**config.mk**
```make
export PLATFORM = sky130hd
export DESIGN_NAME = lpc_reg_arbiter
export DESIGN_NICKNAME = d
export VERILOG_FILES = /design/src/rtl/lpc_reg_arbiter.sv
export SDC_FILE = /design/constraint.sdc
export NUM_CORES = 1
export LEC_CHECK = 0
export ABC_CLOCK_PERIOD_IN_PS = 2500
export BUFFER_PORTS_ARGS = -buffer_cell sky130_fd_sc_hd__buf_4
export CAP_MARGIN = 20
export CORE_MARGIN = 2
export CORE_UTILIZATION = 54
export CTS_BUF_LIST = sky130_fd_sc_hd__clkbuf_16
export DETAILED_ROUTE_END_ITERATION = 7
export PLACE_DENSITY = 0.86
export SLEW_MARGIN = 10
export SYNTH_ARGS = -nofsm -noshare
export SYNTH_HDL_FRONTEND = slang
export SYNTH_SLANG_ARGS = --single-unit
```
**constraint.sdc**
```tcl
create_clock -name LpcClock -period 2.5 [get_ports LpcClock]
set_input_delay 0.75 -clock LpcClock [delete_from_list [all_inputs] [get_ports LpcClock]]
set_output_delay 0.75 -clock LpcClock [all_outputs]
set_load 0.01 [all_outputs]
```
**src/rtl/lpc_reg_arbiter.sv**
```systemverilog
// Arbiter that shares the LPC register bank write/read port between host
// writes (absolute priority) and two internal requesters (round-robin).
module lpc_reg_arbiter #(
  parameter logic [7:0]  WD_ADDR = 8'h01,
  parameter int unsigned CNT_W   = 8
) (
  input  logic             LpcClock,
  input  logic             PciReset,
  input  logic             Wr,
  input  logic [7:0]       AddrReg,
  input  logic [7:0]       DataWr,
  input  logic             ReqA,
  input  logic             ReqB,
  input  logic             ReqWrA,
  input  logic             ReqWrB,
  input  logic [7:0]       ReqAddrA,
  input  logic [7:0]       ReqAddrB,
  input  logic [7:0]       ReqDataA,
  input  logic [7:0]       ReqDataB,
  input  logic [7:0]       RegRdData,
  output logic             RegWr,
  output logic [7:0]       RegAddr,
  output logic [7:0]       RegData,
  output logic             GntA,
  output logic             GntB,
  output logic             GntErr,
  output logic [7:0]       RdData,
  output logic             Busy,
  output logic [CNT_W-1:0] CollisionCnt
);

  localparam int unsigned AW = 8;
  localparam int unsigned DW = 8;

  typedef enum logic [1:0] {IDLE, ISSUE, RDWAIT, ACK} state_t;

  state_t           state, state_d;
  logic             sel_b, sel_b_d;
  logic             last_b, last_b_d;
  logic             lat_wr, lat_wr_d;
  logic [AW-1:0]    lat_addr, lat_addr_d;
  logic [DW-1:0]    lat_data, lat_data_d;
  logic             reg_wr_d;
  logic [AW-1:0]    reg_addr_d;
  logic [DW-1:0]    reg_data_d;
  logic [DW-1:0]    rd_data_d;
  logic             gnt_a_d, gnt_b_d, gnt_err_d;
  logic             busy_d;
  logic [CNT_W-1:0] cnt_d;
  logic [CNT_W-1:0] cnt_inc;
  logic             pick_b;

  // Round-robin pick: with both requesting, serve the one not served last
  assign pick_b = (ReqA && ReqB) ? !last_b : ReqB;

  // Saturating collision increment
  assign cnt_inc = (CollisionCnt == {CNT_W{1'b1}}) ? CollisionCnt
                                                   : CollisionCnt + CNT_W'(1);

  // State register and all registered outputs
  always_ff @(posedge LpcClock) begin
    if (PciReset) begin
      state        <= IDLE;
      sel_b        <= 1'b0;
      last_b       <= 1'b1;
      lat_wr       <= 1'b0;
      lat_addr     <= '0;
      lat_data     <= '0;
      RegWr        <= 1'b0;
      RegAddr      <= '0;
      RegData      <= '0;
      RdData       <= '0;
      GntA         <= 1'b0;
      GntB         <= 1'b0;
      GntErr       <= 1'b0;
      Busy         <= 1'b0;
      CollisionCnt <= '0;
    end else begin
      state        <= state_d;
      sel_b        <= sel_b_d;
      last_b       <= last_b_d;
      lat_wr       <= lat_wr_d;
      lat_addr     <= lat_addr_d;
      lat_data     <= lat_data_d;
      RegWr        <= reg_wr_d;
      RegAddr      <= reg_addr_d;
      RegData      <= reg_data_d;
      RdData       <= rd_data_d;
      GntA         <= gnt_a_d;
      GntB         <= gnt_b_d;
      GntErr       <= gnt_err_d;
      Busy         <= busy_d;
      CollisionCnt <= cnt_d;
    end
  end

  // Next-state and next-output logic; host write always wins the port
  always_comb begin
    state_d    = state;
    sel_b_d    = sel_b;
    last_b_d   = last_b;
    lat_wr_d   = lat_wr;
    lat_addr_d = lat_addr;
    lat_data_d = lat_data;
    reg_wr_d   = 1'b0;
    reg_addr_d = RegAddr;
    reg_data_d = RegData;
    rd_data_d  = RdData;
    gnt_a_d    = 1'b0;
    gnt_b_d    = 1'b0;
    gnt_err_d  = 1'b0;
    cnt_d      = CollisionCnt;

    if (Wr) begin
      reg_wr_d   = 1'b1;
      reg_addr_d = AddrReg;
      reg_data_d = DataWr;
    end

    case (state)
      IDLE: begin
        if (!Wr && (ReqA || ReqB)) begin
          sel_b_d    = pick_b;
          lat_wr_d   = pick_b ? ReqWrB   : ReqWrA;
          lat_addr_d = pick_b ? ReqAddrB : ReqAddrA;
          lat_data_d = pick_b ? ReqDataB : ReqDataA;
          state_d    = ISSUE;
        end
      end
      ISSUE: begin
        if (Wr) begin
          cnt_d = cnt_inc;
        end else if (lat_wr) begin
          if (lat_addr == WD_ADDR) begin
            gnt_err_d = 1'b1;
          end else begin
            reg_wr_d   = 1'b1;
            reg_addr_d = lat_addr;
            reg_data_d = lat_data;
          end
          gnt_a_d = !sel_b;
          gnt_b_d = sel_b;
          state_d = ACK;
        end else begin
          reg_addr_d = lat_addr;
          state_d    = RDWAIT;
        end
      end
      RDWAIT: begin
        // A host write clobbers RegAddr, so the read must be reissued
        if (Wr) begin
          cnt_d   = cnt_inc;
          state_d = ISSUE;
        end else begin
          rd_data_d = RegRdData;
          gnt_a_d   = !sel_b;
          gnt_b_d   = sel_b;
          state_d   = ACK;
        end
      end
      ACK: begin
        last_b_d = sel_b;
        state_d  = IDLE;
      end
      default: state_d = IDLE;
    endcase

    busy_d = (state_d != IDLE);
  end

endmodule

```
# Word-level counts from Yosys, hierarchy flattened
# Index checks and enable logic that the tools add are counted.
totals:
  regBits: 58
  in_bits: 63
  out_inout_bits: 37
  elab_cells: 71
op_classes:
  addsub: 1
  eq_ne: 5
  muxes: 33
  bitwise_logic: 4
  n_reduce_logical: 13
ops:
  columns: ["op", "count"]
  rows:
  - ["8-bit two-way mux", 12]
  - ["1-bit two-way mux", 15]
  - ["8-bit by 1-bit adder with 8-bit output (second input constant)", 1]
  - ["8-bit by 1-bit equality test with 1-bit output (second input constant)", 1]
  - ["8-bit equality test (second input constant)", 1]
  - ["2-bit one-hot mux with 4 select lines", 1]
  - ["2-bit two-way mux", 3]
  - ["2-bit equality test (second input constant)", 2]
  - ["1-bit inverter", 4]
  - ["1-bit one-hot mux with 2 select lines", 2]
  - ["2-bit AND reduction", 2]
  - ["4-bit OR reduction", 1]
  - ["1-bit logical NOT", 3]
  - ["3-bit AND reduction", 1]
  - ["2-bit by 1-bit equality test with 1-bit output (second input constant)", 1]
  - ["1-bit logical AND", 2]
  - ["2-bit logical NOT", 1]
  - ["2-bit nonzero test", 1]
  - ["2-bit OR reduction", 1]
  - ["1-bit logical OR", 1]

# Depth between registers and ports, before layout
depth:
  word_depth: 5
  mapped_depth: 7
  mapped_depth_nobuf: 5

# Worst setup path before layout
# Ideal clock, no wire load.
synth_path:
  path_type: "input to register"
  startpoint: "input port ReqB"
  endpoint: "register lat_addr[0]"
  setup_ns: 0.091
  t_arrival_ns: 1.717
  required_time_ns: 2.409
  setup_slack_ns: 0.692
  path_stages: 6
  n_path_buf: 3
  path_cell_list: "clkbuf_1 -> a21bo_2 -> buf_2 -> buf_2 -> nand2_1 -> a311oi_1"
synth_via:
  elab_chain_len: 3
  word_cells_on_any_way: 6
  cone_classes: "mux (2); reduce/logical (4)"
synth_rtl:
  columns: ["element", "line_no", "rtl"]
  rows:
  - ["start, declared", "13", "input logic ReqB,"]
  - ["1-bit logical AND / 1-bit logical OR (equally long branches)", "54, 122", null]
  - ["1-bit two-way mux / 1-bit logical AND (equally long branches)", "54, 122", null]
  - ["8-bit two-way mux / 2-bit AND reduction (equally long branches)", null, null]
  - ["end signal, assigned", "83", "lat_addr <= lat_addr_d;"]
  - ["end, declared", "41", "logic [AW-1:0] lat_addr, lat_addr_d;"]
# Parallel ways exist; a longest one is shown, timed or not.
# A chain may end at the register's enable or synchronous reset.

# Final worst setup path
layout_path:
  startpoint: "input port Wr"
  endpoint: "register lat_addr[0]"
layout_via:
  elab_chain_len: 3
layout_rtl:
  columns: ["element", "line_no", "rtl"]
  rows:
  - ["start, declared", "9", "input logic Wr,"]
  - ["1-bit logical NOT", "122", "if (!Wr && (ReqA || ReqB)) begin"]
  - ["1-bit logical AND", "122", null]
  - ["2-bit AND reduction (no source line)", null, null]
# No other way between the ends.

==> out/summary.json <==
{
  "worst_hold_startpoint": "RdData[4]$_SDFFE_PP0P_",
  "layout_area_growth_over_synthesis_pct": 35.7,
  "wire_length_of_the_first_global_routing_pass_um": 12200,
  "finalNetCount": 483,
  "ys_seq_area_frac": 0.408,
  "commonest_cells_after_routing_fill_and_taps_aside": "sky130_fd_sc_hd__buf_4 (104), sky130_fd_sc_hd__nand2_1 (66), sky130_fd_sc_hd__dfxtp_1 (58), sky130_fd_sc_hd__a21oi_1 (33), sky130_fd_sc_hd__nand3_1 (19)",
  "timing.critical_path.fanout_max": 34,
  "grt_use_met2": 0.439,
  "worst_hold_slack_ns": 0.455,
  "synthDistinctLibCells": 42,
  "core_region_area_um2": 5110,
  "static-leakage-power_uw": 0.00159,
  "grt_pass1_vias": 2653,
  "period_share": 0.785,
  "cts.sinks": 58,
  "cts.repair_timing.setup_buffer_count": 0,
  "global_route_track_usage_on_met3": 0.0616,
  "grt_overflow_total": 0,
  "report.final.slew_viol_count": 0,
  "final_layout_size_suffix_gt1_frac": 0.337,
  "wp_buf_inv": 1,
  "post-route-min-period_ns": 1.96,
  "max_freq_ghz": 0.510,
  "boundaryPins": 100,
  "initial_utilization": 0.557,
  "dieWidth_um": 76.6,
  "die_area_um2": 5870,
  "cts_resized": 0,
  "tritoncts.num_buffers": 9,
  "grt-busiest-layer": "met2",
  "iteration_0_drc_markers": 236,
  "placement.setup.worst_slack_ns": 0.235,
  "grt_antenna_before_repair": 0,
  "clkSlewWorstSetupHoldPaths_ns": 0.05,
  "mostFrequentLayoutCell": "sky130_fd_sc_hd__buf_4",
  "totalPowerFinal_uw": 3000,
  "worst_ep_arrival_time_ns": 2.12,
  "num_vias": 2805,
  "count_of_input_and_output_buffers": 99,
  "max-vdd-ir-drop_mv": 0.473,
  "timing.critical_path.from": "Wr",
  "mean_routed_wirelength_per_cell_um": 15.1,
  "clock-skew-final_ns": 0.00767,
  "worst_setup_path_start_kind": "input pin",
  "timing.max_slew.rel_slack": 0.593,
  "insertion_delay_ns": 0.33,
  "route.final.wire_length_um": 7370,
  "cp_endpoint_kind": "register",
  "max_cap_violations": 0,
  "number_of_antenna_cells_inserted": 0,
  "post_synth_net_total": 394,
  "cp_cell_instances": "buf_4 -> o21ba_2 -> and2_1 -> a311oi_1",
  "maximum_number_of_pins_on_one_net_before_global_route_repair": 35,
  "cts-hold-fix-buffers": 0,
  "cp.required_ns": 2.66,
  "vias_per_cell": 5.74,
  "die_height_um": 76.6,
  "r2r-start": "state[1]$_SDFF_PP0_",
  "result_of_the_run": "finished clean",
  "min_path_type": "reg2reg",
  "yosys_register_bits": 58,
  "proportion_of_register_bits_with_asynchronous_set_or_reset_after_synthesis": 0,
  "worst_path_top_cell_family_by_delay": "compound AO/OA/AOI/OAI gates",
  "worstSetupPathType": "in2reg",
  "final_antenna_net_count": 0,
  "cts_max_level": 3,
  "post_dp_cell_area_um2": 3610,
  "post_synth_inst_count": 325,
  "setup_repair_after_global_routing_missed_its_margin": "no",
  "dominantRegCellSynth": "sky130_fd_sc_hd__dfxtp_1",
  "synth-edff-count": 0,
  "clock_path_buffers": 2,
  "firstDrtPassIters": 4,
  "drc": 0,
  "setup_viol_count_final": 0,
  "synth.avg_cell_area_um2": 8.75,
  "gp_congestion": 0.832,
  "critical_path.slowest_cell": "sky130_fd_sc_hd__and2_1",
  "clockRootBuffer": "sky130_fd_sc_hd__clkbuf_16",
  "ys.warnings.count": 0,
  "cellPowerDensity_nw_per_um2": 776,
  "half_perimeter_wire_length_of_the_detailed_placement_result_um": 5100,
  "max_stage_delay_ns": 0.54,
  "totalNegativeSetupSlack_ns": 0,
  "grt.total_usage": 0.260,
  "syn-cell-area_um2": 2850,
  "cts_tree": "done",
  "met1_usage": 0.314,
  "worst_slew_pin_slew_ns": 0.611,
  "final_design_area_no_fill_um2": 3860,
  "setup_ws_ns": 0.539,
  "fp-row-count": 26,
  "number_of_endpoints_with_negative_hold_slack_in_the_final_report": 0
}
==> report_power, final <==
group	total, µW	internal [µW]	switching, µW	leakage [µW]
clock network	1040	644	393	0.000128
logic	799	360	439	0.000982
registers	1160	1050	114	0.000476
==> final timing paths <==
| kind | to | slack, ns | cells past startpoint |
|---|---|---|---|
| setup / recovery | lat_addr[0]$_SDFFE_PP0P_ | 0.54 | 4 |
| hold / removal | RdData[4]$_SDFFE_PP0P_ | 0.46 | 2 |
| setup reg to reg | RegAddr[2]$_SDFF_PP0_ | 0.61 | 5 |
| hold reg to reg | RdData[4]$_SDFFE_PP0P_ | 0.46 | 2 |
==> synth_stat cells, drive strengths merged, types with 3 or more instances <==
cell type / n / share of area
a311oi: 18 / 0.055
a211oi: 11 / 0.031
nand4: 3 / 0.0066
dfxtp: 58 / 0.41
a2111oi: 7 / 0.037
a31oi: 3 / 0.012
and3: 3 / 0.0066
mux2: 10 / 0.040
a21oi: 33 / 0.058
nor3: 4 / 0.0070
clkbuf: 13 / 0.017
buf: 13 / 0.020
nand2: 66 / 0.087
ha: 6 / 0.026
nand3: 19 / 0.033
inv: 7 / 0.0092
mux2i: 10 / 0.035
nand2b: 3 / 0.0066
nor2b: 3 / 0.0066
and4: 3 / 0.0092
nor2: 11 / 0.015
==> final cells by class <==
class                   count  area [µm²]
clock buffers               9         225
clock inverters             7        27.5
fillers                   366        1250
inverters                   8        30.0
multi-input cells         233        1550
flip-flops and latches     58        1160
well taps                  70        87.6
repair buffers            104         781
==> routing by layer <==
layer  part of all wire  vias up
li1                   -     1376
met1               0.42     1297
met2               0.50      118
met3              0.063       14
met4              0.020        0
met5                  0        -
==> cell families (layout without fill, tap and decap cells) <==
group | after synthesis | in the layout | share of synthesized area
and+or+nand+nor | 123 | 123 | 0.211
adders and majority gates | 6 | 6 | 0.0264
buffers and inverters | 34 | 128 | 0.0479
DFF | 58 | 58 | 0.408
muxes | 20 | 20 | 0.0748
AOI/OAI and AO/OA | 84 | 84 | 0.232
==> tightest hold or removal path, delay by kind of cell (launching register included) <==
| kind | cells | cell delay [ns] |
|---|---|---|
| flops | 1 | 0.30 |
| simple gates | 1 | 0.05 |
| compound gates | 1 | 0.05 |
==> state kept, by name (all words and copies together) (netlist names) <==
signal and flops:
RdData 8, GntA 1, GntB 1, Busy 1
last_b 1, RegData 8, RegAddr 8, RegWr 1
CollisionCnt 8, lat_data 8, lat_wr 1, state 2
sel_b 1, GntErr 1, lat_addr 8
==> metrics by stage <==
step / std cells / util
CTS: 489 / 0.756
global route: 489 / 0.756
floorplan: 325 / -
finish: 489 / 0.756
detailed placement: 473 / 0.706
global placement: 473 / 0.706
Power figures use the tool's default switching activity.
